[src/rtl/mfp_ahb_7sd_scan_if.sv]
// AHB-Lite slave-side bus bundle for the 7-segment scan peripheral.
// master: drives address/control/write data, samples HRDATA.
// slave : samples address/control/write data, drives registered HRDATA.
interface mfp_ahb_7sd_scan_if;
  logic [3:0]  HADDR;   // word index (byte address bits [5:2])
  logic [1:0]  HTRANS;
  logic [31:0] HWDATA;
  logic        HWRITE;
  logic        HSEL;
  logic [31:0] HRDATA;

  modport master (output HADDR, HTRANS, HWDATA, HWRITE, HSEL, input HRDATA);
  modport slave  (input HADDR, HTRANS, HWDATA, HWRITE, HSEL, output HRDATA);
endinterface

[src/rtl/mfp_ahb_7sd_scan.sv]
// AHB-Lite 7-segment peripheral with built-in scan multiplexer.
// Registers: CTRL(0) DIGEN(1) DP(2) BLINK(3) DATA0..3(4..7) STATUS(8, ro).
// Ports:
//   HCLK, HRESETn      clock, synchronous active-low reset
//   bus (slave)        AHB-Lite address/data signals, registered HRDATA
//   OUT_7SD_ANODE      per-digit enables, active-low
//   OUT_7SD_CATHODE    {DP,CA..CG}, active-low
// Optional: define MFP_7SD_BLINK_EN to build the BLINK register and the
// frame-driven blink phase; otherwise BLINK reads 0 and nothing blinks.
module mfp_ahb_7sd_scan #(
  parameter int N_DIG        = 8,
  parameter int SCAN_DIV     = 50000,
  parameter int BLINK_FRAMES = 64
) (
  input  logic                 HCLK,
  input  logic                 HRESETn,
  mfp_ahb_7sd_scan_if.slave    bus,
  output logic [N_DIG-1:0]     OUT_7SD_ANODE,
  output logic [7:0]           OUT_7SD_CATHODE
);
  localparam int PW = (SCAN_DIV > 1) ? $clog2(SCAN_DIV) : 1;

  // address-phase capture
  logic [3:0] haddr_q;
  logic [1:0] htrans_q;
  logic       hwrite_q, hsel_q, we;

  logic                  raw, blank;
  logic [7:0]            bright;
  logic [N_DIG-1:0]      digen, dp, blink;
  logic [N_DIG-1:0][7:0] data;

  logic [PW-1:0] presc;
  logic [3:0]    idx;
  logic [15:0]   frame;
  logic [7:0]    pwm;
  logic          blink_phase, slot_end, frame_end;

  assign we        = hsel_q & hwrite_q & (htrans_q != 2'b00);
  assign slot_end  = (presc == PW'(SCAN_DIV - 1));
  assign frame_end = slot_end & (idx == 4'(N_DIG - 1));

  always_ff @(posedge HCLK) begin
    if (!HRESETn) begin
      haddr_q <= '0; htrans_q <= '0; hwrite_q <= 1'b0; hsel_q <= 1'b0;
      raw <= 1'b0; blank <= 1'b0; bright <= 8'hFF;
      digen <= '0; dp <= '0;
    end else begin
      haddr_q <= bus.HADDR; htrans_q <= bus.HTRANS;
      hwrite_q <= bus.HWRITE; hsel_q <= bus.HSEL;
      if (we) begin
        case (haddr_q)
          4'd0: begin
            raw    <= bus.HWDATA[0];
            blank  <= bus.HWDATA[1];
            bright <= bus.HWDATA[15:8];
          end
          4'd1: digen <= bus.HWDATA[N_DIG-1:0];
          4'd2: dp    <= bus.HWDATA[N_DIG-1:0];
          default: ;
        endcase
      end
    end
  end

  // digit d lives in byte d%4 of DATA word d/4
  always_ff @(posedge HCLK) begin
    if (!HRESETn) data <= '0;
    else
      for (int d = 0; d < N_DIG; d++)
        if (we && haddr_q == 4'(4 + d / 4)) data[d] <= bus.HWDATA[8*(d%4) +: 8];
  end

  // scan timing: prescaler -> digit index -> frame counter; pwm free-runs
  always_ff @(posedge HCLK) begin
    if (!HRESETn) begin
      presc <= '0; idx <= '0; frame <= '0; pwm <= '0;
    end else begin
      pwm   <= pwm + 8'd1;
      presc <= slot_end ? '0 : presc + PW'(1);
      if (slot_end) idx <= frame_end ? 4'd0 : idx + 4'd1;
      if (frame_end) frame <= frame + 16'd1;
    end
  end

`ifdef MFP_7SD_BLINK_EN
  localparam int BW = $clog2(BLINK_FRAMES + 1);
  logic [BW-1:0] bcnt;

  always_ff @(posedge HCLK) begin
    if (!HRESETn) begin
      blink <= '0; bcnt <= '0; blink_phase <= 1'b0;
    end else begin
      if (we && haddr_q == 4'd3) blink <= bus.HWDATA[N_DIG-1:0];
      if (frame_end) begin
        if (bcnt == BW'(BLINK_FRAMES - 1)) begin
          bcnt        <= '0;
          blink_phase <= ~blink_phase;
        end else begin
          bcnt <= bcnt + BW'(1);
        end
      end
    end
  end
`else
  assign blink       = '0;
  assign blink_phase = 1'b0;
`endif

  // read mux on the undelayed address; HRDATA is its registered copy
  logic [31:0] rdata_nx;
  always_comb begin
    rdata_nx = '0;
    case (bus.HADDR)
      4'd0: rdata_nx = {16'h0, bright, 6'h0, blank, raw};
      4'd1: rdata_nx[N_DIG-1:0] = digen;
      4'd2: rdata_nx[N_DIG-1:0] = dp;
      4'd3: rdata_nx[N_DIG-1:0] = blink;
      4'd8: rdata_nx = {frame, 7'h0, blink_phase, 4'h0, idx};
      default: ;
    endcase
    for (int d = 0; d < N_DIG; d++)
      if (bus.HADDR == 4'(4 + d / 4)) rdata_nx[8*(d%4) +: 8] = data[d];
  end

  always_ff @(posedge HCLK) begin
    if (!HRESETn) bus.HRDATA <= '0;
    else          bus.HRDATA <= rdata_nx;
  end

  // {CA..CG}, active-high
  function automatic logic [6:0] hex7(input logic [3:0] v);
    case (v)
      4'h0: hex7 = 7'h7E; 4'h1: hex7 = 7'h30; 4'h2: hex7 = 7'h6D; 4'h3: hex7 = 7'h79;
      4'h4: hex7 = 7'h33; 4'h5: hex7 = 7'h5B; 4'h6: hex7 = 7'h5F; 4'h7: hex7 = 7'h70;
      4'h8: hex7 = 7'h7F; 4'h9: hex7 = 7'h7B; 4'hA: hex7 = 7'h77; 4'hB: hex7 = 7'h1F;
      4'hC: hex7 = 7'h4E; 4'hD: hex7 = 7'h3D; 4'hE: hex7 = 7'h4F; default: hex7 = 7'h47;
    endcase
  endfunction

  logic [N_DIG-1:0] lit;
  logic [6:0]       cur, seg;
  logic             cur_dp;

  always_comb begin
    lit    = '0;
    cur    = '0;
    cur_dp = 1'b0;
    for (int d = 0; d < N_DIG; d++) begin
      lit[d] = (idx == 4'(d)) & digen[d] & ~blank & ~(blink[d] & blink_phase) & (pwm <= bright);
      if (idx == 4'(d)) begin
        cur    = data[d][6:0];
        cur_dp = dp[d];
      end
    end
    seg = raw ? cur : hex7(cur[3:0]);
  end

  // anode and cathode are registered together; an unlit slot blanks both
  always_ff @(posedge HCLK) begin
    if (!HRESETn) begin
      OUT_7SD_ANODE   <= '1;
      OUT_7SD_CATHODE <= 8'hFF;
    end else begin
      OUT_7SD_ANODE   <= ~lit;
      OUT_7SD_CATHODE <= (|lit) ? ~{cur_dp, seg} : 8'hFF;
    end
  end
endmodule

[src/flat_wrapper.sv]
// flat-port wrapper written by rule: the top's interface ports become plain ports
module mfp_ahb_7sd_scan_flat 
#(
  parameter int N_DIG        = 8,
  parameter int SCAN_DIV     = 50000,
  parameter int BLINK_FRAMES = 64
)
  (HCLK, HRESETn, OUT_7SD_ANODE, OUT_7SD_CATHODE, bus_HADDR, bus_HTRANS, bus_HWDATA, bus_HWRITE, bus_HSEL, bus_HRDATA);
  mfp_ahb_7sd_scan_if bus_i ();
  input  logic HCLK;
  input  logic HRESETn;
  output logic [N_DIG-1:0] OUT_7SD_ANODE;
  output logic [7:0] OUT_7SD_CATHODE;
  input wire logic [$bits(bus_i.HADDR)-1:0] bus_HADDR;
  input wire logic [$bits(bus_i.HTRANS)-1:0] bus_HTRANS;
  input wire logic [$bits(bus_i.HWDATA)-1:0] bus_HWDATA;
  input wire logic [$bits(bus_i.HWRITE)-1:0] bus_HWRITE;
  input wire logic [$bits(bus_i.HSEL)-1:0] bus_HSEL;
  output wire logic [$bits(bus_i.HRDATA)-1:0] bus_HRDATA;
  assign bus_i.HADDR = bus_HADDR;
  assign bus_i.HTRANS = bus_HTRANS;
  assign bus_i.HWDATA = bus_HWDATA;
  assign bus_i.HWRITE = bus_HWRITE;
  assign bus_i.HSEL = bus_HSEL;
  assign bus_HRDATA = bus_i.HRDATA;
  mfp_ahb_7sd_scan #(.N_DIG(N_DIG), .SCAN_DIV(SCAN_DIV), .BLINK_FRAMES(BLINK_FRAMES)) u_core (.HCLK(HCLK), .HRESETn(HRESETn), .bus(bus_i), .OUT_7SD_ANODE(OUT_7SD_ANODE), .OUT_7SD_CATHODE(OUT_7SD_CATHODE));
endmodule
[config.mk]
export PLATFORM = sky130hd
export DESIGN_NAME = mfp_ahb_7sd_scan_flat
export DESIGN_NICKNAME = d
export VERILOG_FILES = /design/src/rtl/mfp_ahb_7sd_scan_if.sv /design/src/rtl/mfp_ahb_7sd_scan.sv /design/src/flat_wrapper.sv
export SDC_FILE = /design/constraint.sdc
export NUM_CORES = 1
export LEC_CHECK = 0
export BUFFER_PORTS_ARGS = -buffer_cell sky130_fd_sc_hd__buf_2
export CAP_MARGIN = 20
export CELL_PAD_IN_SITES_DETAIL_PLACEMENT = 0
export CELL_PAD_IN_SITES_GLOBAL_PLACEMENT = 1
export CORE_UTILIZATION = 47
export CTS_CLUSTER_SIZE = 12
export DETAILED_ROUTE_END_ITERATION = 6
export GPL_TIMING_DRIVEN = 0
export PLACE_DENSITY_LB_ADDON = 0.1
export SETUP_SLACK_MARGIN = 0.4
export SLEW_MARGIN = 20
export SYNTH_ARGS = -nofsm -noshare
export SYNTH_HDL_FRONTEND = slang
export SYNTH_SLANG_ARGS = --single-unit
[constraint.sdc]
create_clock -name HCLK -period 5.9 [get_ports HCLK]
set_clock_uncertainty 0.05 [all_clocks]
set_input_delay 1.18 -clock HCLK [delete_from_list [all_inputs] [get_ports HCLK]]
set_output_delay 1.18 -clock HCLK [all_outputs]
set_load 0.01 [all_outputs]
Word-level counts from Yosys, hierarchy flattened:

Memories as Yosys holds them, arrays and structs flattened.
Index checks and enable logic that the tools add are counted.

* reduce and logical (&&, ||, !) cells: 12
* bitwise operators: 31
* order comparisons: 1
* $add $sub $neg: 4
* mux-type cells: 28
* equality and inequality tests: 17

Operators by type and width (count)
* two-way mux 8 bit: 8
* two-way mux 7 bit: 9
* case mux 24 bit (2 select lines): 1
* adder 16 x 1 -> 16 bit, second input constant: 2
* == test 4 x 3 -> 1 bit, second input constant: 8
* case mux 8 bit (4 select lines): 1
* AND 1 bit: 27
* == test 16 bit, second input constant: 1
* == test 4 x 2 -> 1 bit, second input constant: 4
* inverter 8 bit: 2
* == test 4 x 1 -> 1 bit, second input constant: 3
* logical NOT 4 bit: 3
* adder 8 x 1 -> 8 bit, second input constant: 1
* less-or-equal comparator 8 bit: 1
* two-way mux 1 bit: 8
* AND reduction 2 bit: 4
* OR reduction 8 bit: 1
* adder 4 x 1 -> 4 bit, second input constant: 1
* == test 4 bit, second input constant: 1
* two-way mux 4 bit: 1
* logical AND 1 bit: 2
* inverter 1 bit: 2
* nonzero test 2 bit: 1
* OR reduction 2 bit: 1

* memories: 1
* input bits: 42
* register bits after elaboration: 190
* memory bits (read-only): 112

Memory list
* (no name shown): depth 16, bits a word 7, read ports 1, clocked after memory_dff 0, wr ports 0, line mfp_ahb_7sd_scan.sv:133 `case (v)`

Logic depth before layout (Yosys ltp):

An unclocked memory read counts as a cell.

* word-level depth: 12
* mapped depth: 13
* mapped depth without buffers: 11

Worst setup path before layout:

OpenSTA, ideal clock, no wires.

* path type: register to register
* from: reg u_core.idx[1]
* to: reg u_core.OUT_7SD_CATHODE[6]
* data required time: 5.730 ns
* slack: 3.181 ns
* setup time: 0.120 ns
* cell stages (with the launch flop): 14
* arrival: 2.549 ns
* cells stage by stage: dfxtp_1 inv_1 ha_1 buf_2 buf_2 buf_2 o21ai_1 a31oi_1 o22ai_1 inv_1 ha_1 mux2i_1 o21ai_1 a211o_1

* word-level cells in the longest chain between the ends: 12
* elaborated cells on any way between the ends: 45
* those cells by class: 7 x eq/ne; 9 x mux; 25 x bitwise; 3 x reduce/logical; 1 x memory

Ends and longest elaborated chain
* start: declaration: line mfp_ahb_7sd_scan.sv:34 `logic [3:0] idx;`
* start signal: assignment: line mfp_ahb_7sd_scan.sv:81 `if (slot_end) idx <= frame_end ? 4'd0 : idx + 4'd1;`
* logical NOT 4 bit: line mfp_ahb_7sd_scan.sv:150, mfp_ahb_7sd_scan.sv:151
* two-way mux 7 bit (8 in a row): line mfp_ahb_7sd_scan.sv:151 `if (idx == 4'(d)) begin`
* memory (16 x 7 bit)
* two-way mux 7 bit: line mfp_ahb_7sd_scan.sv:156 `seg = raw ? cur : hex7(cur[3:0]);`
* inverter 8 bit: line mfp_ahb_7sd_scan.sv:166 `OUT_7SD_CATHODE <= (|lit) ? ~{cur_dp, seg} : 8'hFF;`
* end signal: assignment: line mfp_ahb_7sd_scan.sv:166
* end: declaration: line mfp_ahb_7sd_scan.sv:19 `output logic [7:0] OUT_7SD_CATHODE`

Parallel ways exist; a longest one is shown, timed or not.
A chain may end at the register's enable or synchronous reset.

Worst setup path after layout:

Same ends and word-level chain as after synthesis.

==> impl_metrics.json <==
{
  "ys_warn_count": 0,
  "nNetsFinal": 1149,
  "status": "finished, final reports clean",
  "reg2reg_setup_slack_ns": 2.60,
  "switchingPower_uw": 584.8,
  "postCtsSetupBuffers": 0,
  "initial_core_util_pct": 47.95,
  "setup_violations": 0,
  "drt_iter0_markers": 874,
  "leakagePower_nw": 3.530,
  "htree_levels": 4,
  "fill_cells": 1649,
  "global_route.overflow_total": 0,
  "path_max_fanout": 10,
  "r2r-start": "u_core.idx[1]",
  "ctsRootBufferMaster": "clkbuf_16",
  "netlist_area_sq_um": 8264,
  "row_count": 48,
  "vias_per_cell": 5.723,
  "clock_latency_ns": 0.43,
  "syn_nets": 1040,
  "max_clock_freq_ghz": 0.3034,
  "p_int_mw": 2.041,
  "startpoint": "u_core.idx[1]",
  "hold_path_class": "flip-flop to flip-flop",
  "ant_nets": 0,
  "synth_enable_flop_cells": 0,
  "cap_violations": 0,
  "crit_path_start_kind": "flip-flop",
  "area_growth_pct": 16.68,
  "postLayoutCoreUtil_pct": 55.95,
  "cts_made_buffers": 17,
  "fp.dieH_microns": 134.6,
  "synth_top_area_share_pct": 46.03,
  "pwr-share-clk_pct": 47.2,
  "drive_above_1_share_pct": 14.21,
  "synth_cell_types": 65,
  "ys_top_cells_by_area": "dfxtp_1, nand2_1, a21oi_1",
  "end_kind": "flip-flop",
  "drc": 0,
  "critical_path_class": "flip-flop to flip-flop",
  "globalplace.congestion": 0.9666,
  "synth.most_common_cell": "nand2_1",
  "ir_drop_mv": 0.2359,
  "grt_setup_unrepaired": "no",
  "max_slew.worst_pin.slew_ns": 1.030,
  "hold_violations": 0,
  "required_ns": 6.18,
  "synth_flop_cell": "dfxtp_1",
  "grt_pass1_wl_microns": 39560,
  "yosys.area.top_type": "dfxtp_1",
  "first_global_vias": 6992,
  "yosys-top-cells-count": "nand2_1, dfxtp_1, a21oi_1, nor2_1, clkbuf_1",
  "core_sq_um": 17240,
  "power_frac_seq_pct": 49.4,
  "wl_microns": 26020,
  "clkTransAtPathRegs_ns": 0.07,
  "vias": 7572,
  "syn_inst": 977,
  "antennaDiodeCount": 0,
  "hold_buffers": 0,
  "dr.pass1.iters": 5,
  "fin_setup_tns_ns": 0,
  "synthArstFlopShare_pct": 0,
  "cts-resized-gates": 0,
  "power_density_nw_per_um2": 272.3,
  "ys_seq_area_share_pct": 46.03,
  "cts_sinks": 190,
  "track_usage_pct": 29.29,
  "crit_arrival_ns": 3.57,
  "cts_tree": "yes",
  "finalCritPeriodShare_pct": 55.86,
  "slew_headroom_pct": 30.84,
  "whs_ns": 0.4093,
  "clockBufferDepth": 2,
  "comb_power_share_pct": 3.4,
  "antenna_found_initial": 0,
  "ys_ff_latch": 190,
  "ios": 90,
  "avgSynthCellArea_sq_um": 8.459,
  "grt_max_degree": 17,
  "post_dp_cell_area_sq_um": 9007,
  "dp_hpwl_microns": 19270,
  "die-area_sq_um": 18120,
  "hp-start": "u_core.data[47]",
  "period_needed_ns": 3.296,
  "port_buffers": 89,
  "wire_per_inst_microns": 19.66,
  "die_width_microns": 134.6,
  "fin_area_sq_um": 9643,
  "drv_slew": 0,
  "switching_share_pct": 22.27
}
[stage by stage]
stage               power (mW)  setup slack, ns  std cells
global placement         1.414            2.125       1291
CTS                      2.637            2.674       1323
floorplan                1.364            3.181        977
detailed placement       1.414            2.473       1292
finish                   2.625            2.604       1323
global route             2.697            2.323       1323
[layer usage]
layer / vias to the layer above / share of wire (%) / GRT usage (%)
li1: 3633 / - / -
met1: 3565 / 44 / 39.35
met2: 323 / 45 / 45.37
met3: 51 / 7.6 / 6.644
met4: 0 / 3.0 / 11.99
met5: - / 0 / 0
[cells by family after synthesis]
logic type	synth area share [%]
xor gates and xnor gates	3.180
and+or+nand+nor	22.15
AOI/OAI and AO/OA	18.40
adders and majority gates	3.179
buffers and inverters	4.512
DFF	46.03
muxes	2.559
[power by group through the flow]
stage	combinational (mW)	sequential, mW	clock, mW
after floorplan	0.0387	1.33	0
after global placement	0.0870	1.33	0
after detailed placement	0.0874	1.33	0
after CTS	0.0879	1.30	1.25
after global routing	0.0963	1.30	1.30
final	0.0894	1.30	1.24
[final cells by class]
type	instances	area (sq um)	area share, %
clock inverters	12	183.9	1.907
multi-input cells	701	4108	42.60
well taps	225	281.5	2.919
inverters	22	82.58	0.8564
flip-flops and latches	190	3804	39.44
plain buffers	64	290.3	3.010
repair buffers	90	450.4	4.671
clock buffers	19	442.9	4.593
[cells in the final DEF (no fill, tap or decap), drive strengths merged, types with 7 or more instances in the layout]
master / count
o21ai: 23
xnor2: 9
nand3b: 11
a31oi: 10
dfxtp: 190
clkbuf: 63
a21oi: 108
o211ai: 12
nand4: 14
xor2: 21
inv: 24
ha: 21
nor2: 82
mux2i: 20
a222oi: 16
and3: 11
buf: 110
a22oi: 30
nand3: 24
or3: 8
nand2: 199
and2: 13
nand2b: 7
nor3: 8
[worst paths after layout]
kind / to / cells past startpoint
min: u_core.data[47] / 2
max reg2reg: u_core.OUT_7SD_CATHODE[6] / 13
max: u_core.OUT_7SD_CATHODE[6] / 13
min reg2reg: u_core.data[47] / 2
[registers in the layout (all words and copies together), names as in the netlist, 16 cells and up]
name and count:
u_core.bus.HRDATA 32, u_core.data 64, u_core.frame 16, u_core.presc 16
[worst max-delay path, stage by stage, from the launching register on]
cell and delay, ns:
dfxtp_1 0.43, inv_1 0.09, ha_1 0.18, buf_2 0.17, buf_2 0.19, buf_2 0.20, o21ai_1 0.18, a31oi_1 0.11
o22ai_1 0.54, inv_1 0.21, ha_1 0.32, mux2i_1 0.14, o21ai_1 0.08, a211o_1 0.29
(Power assumes the default switching activity.)
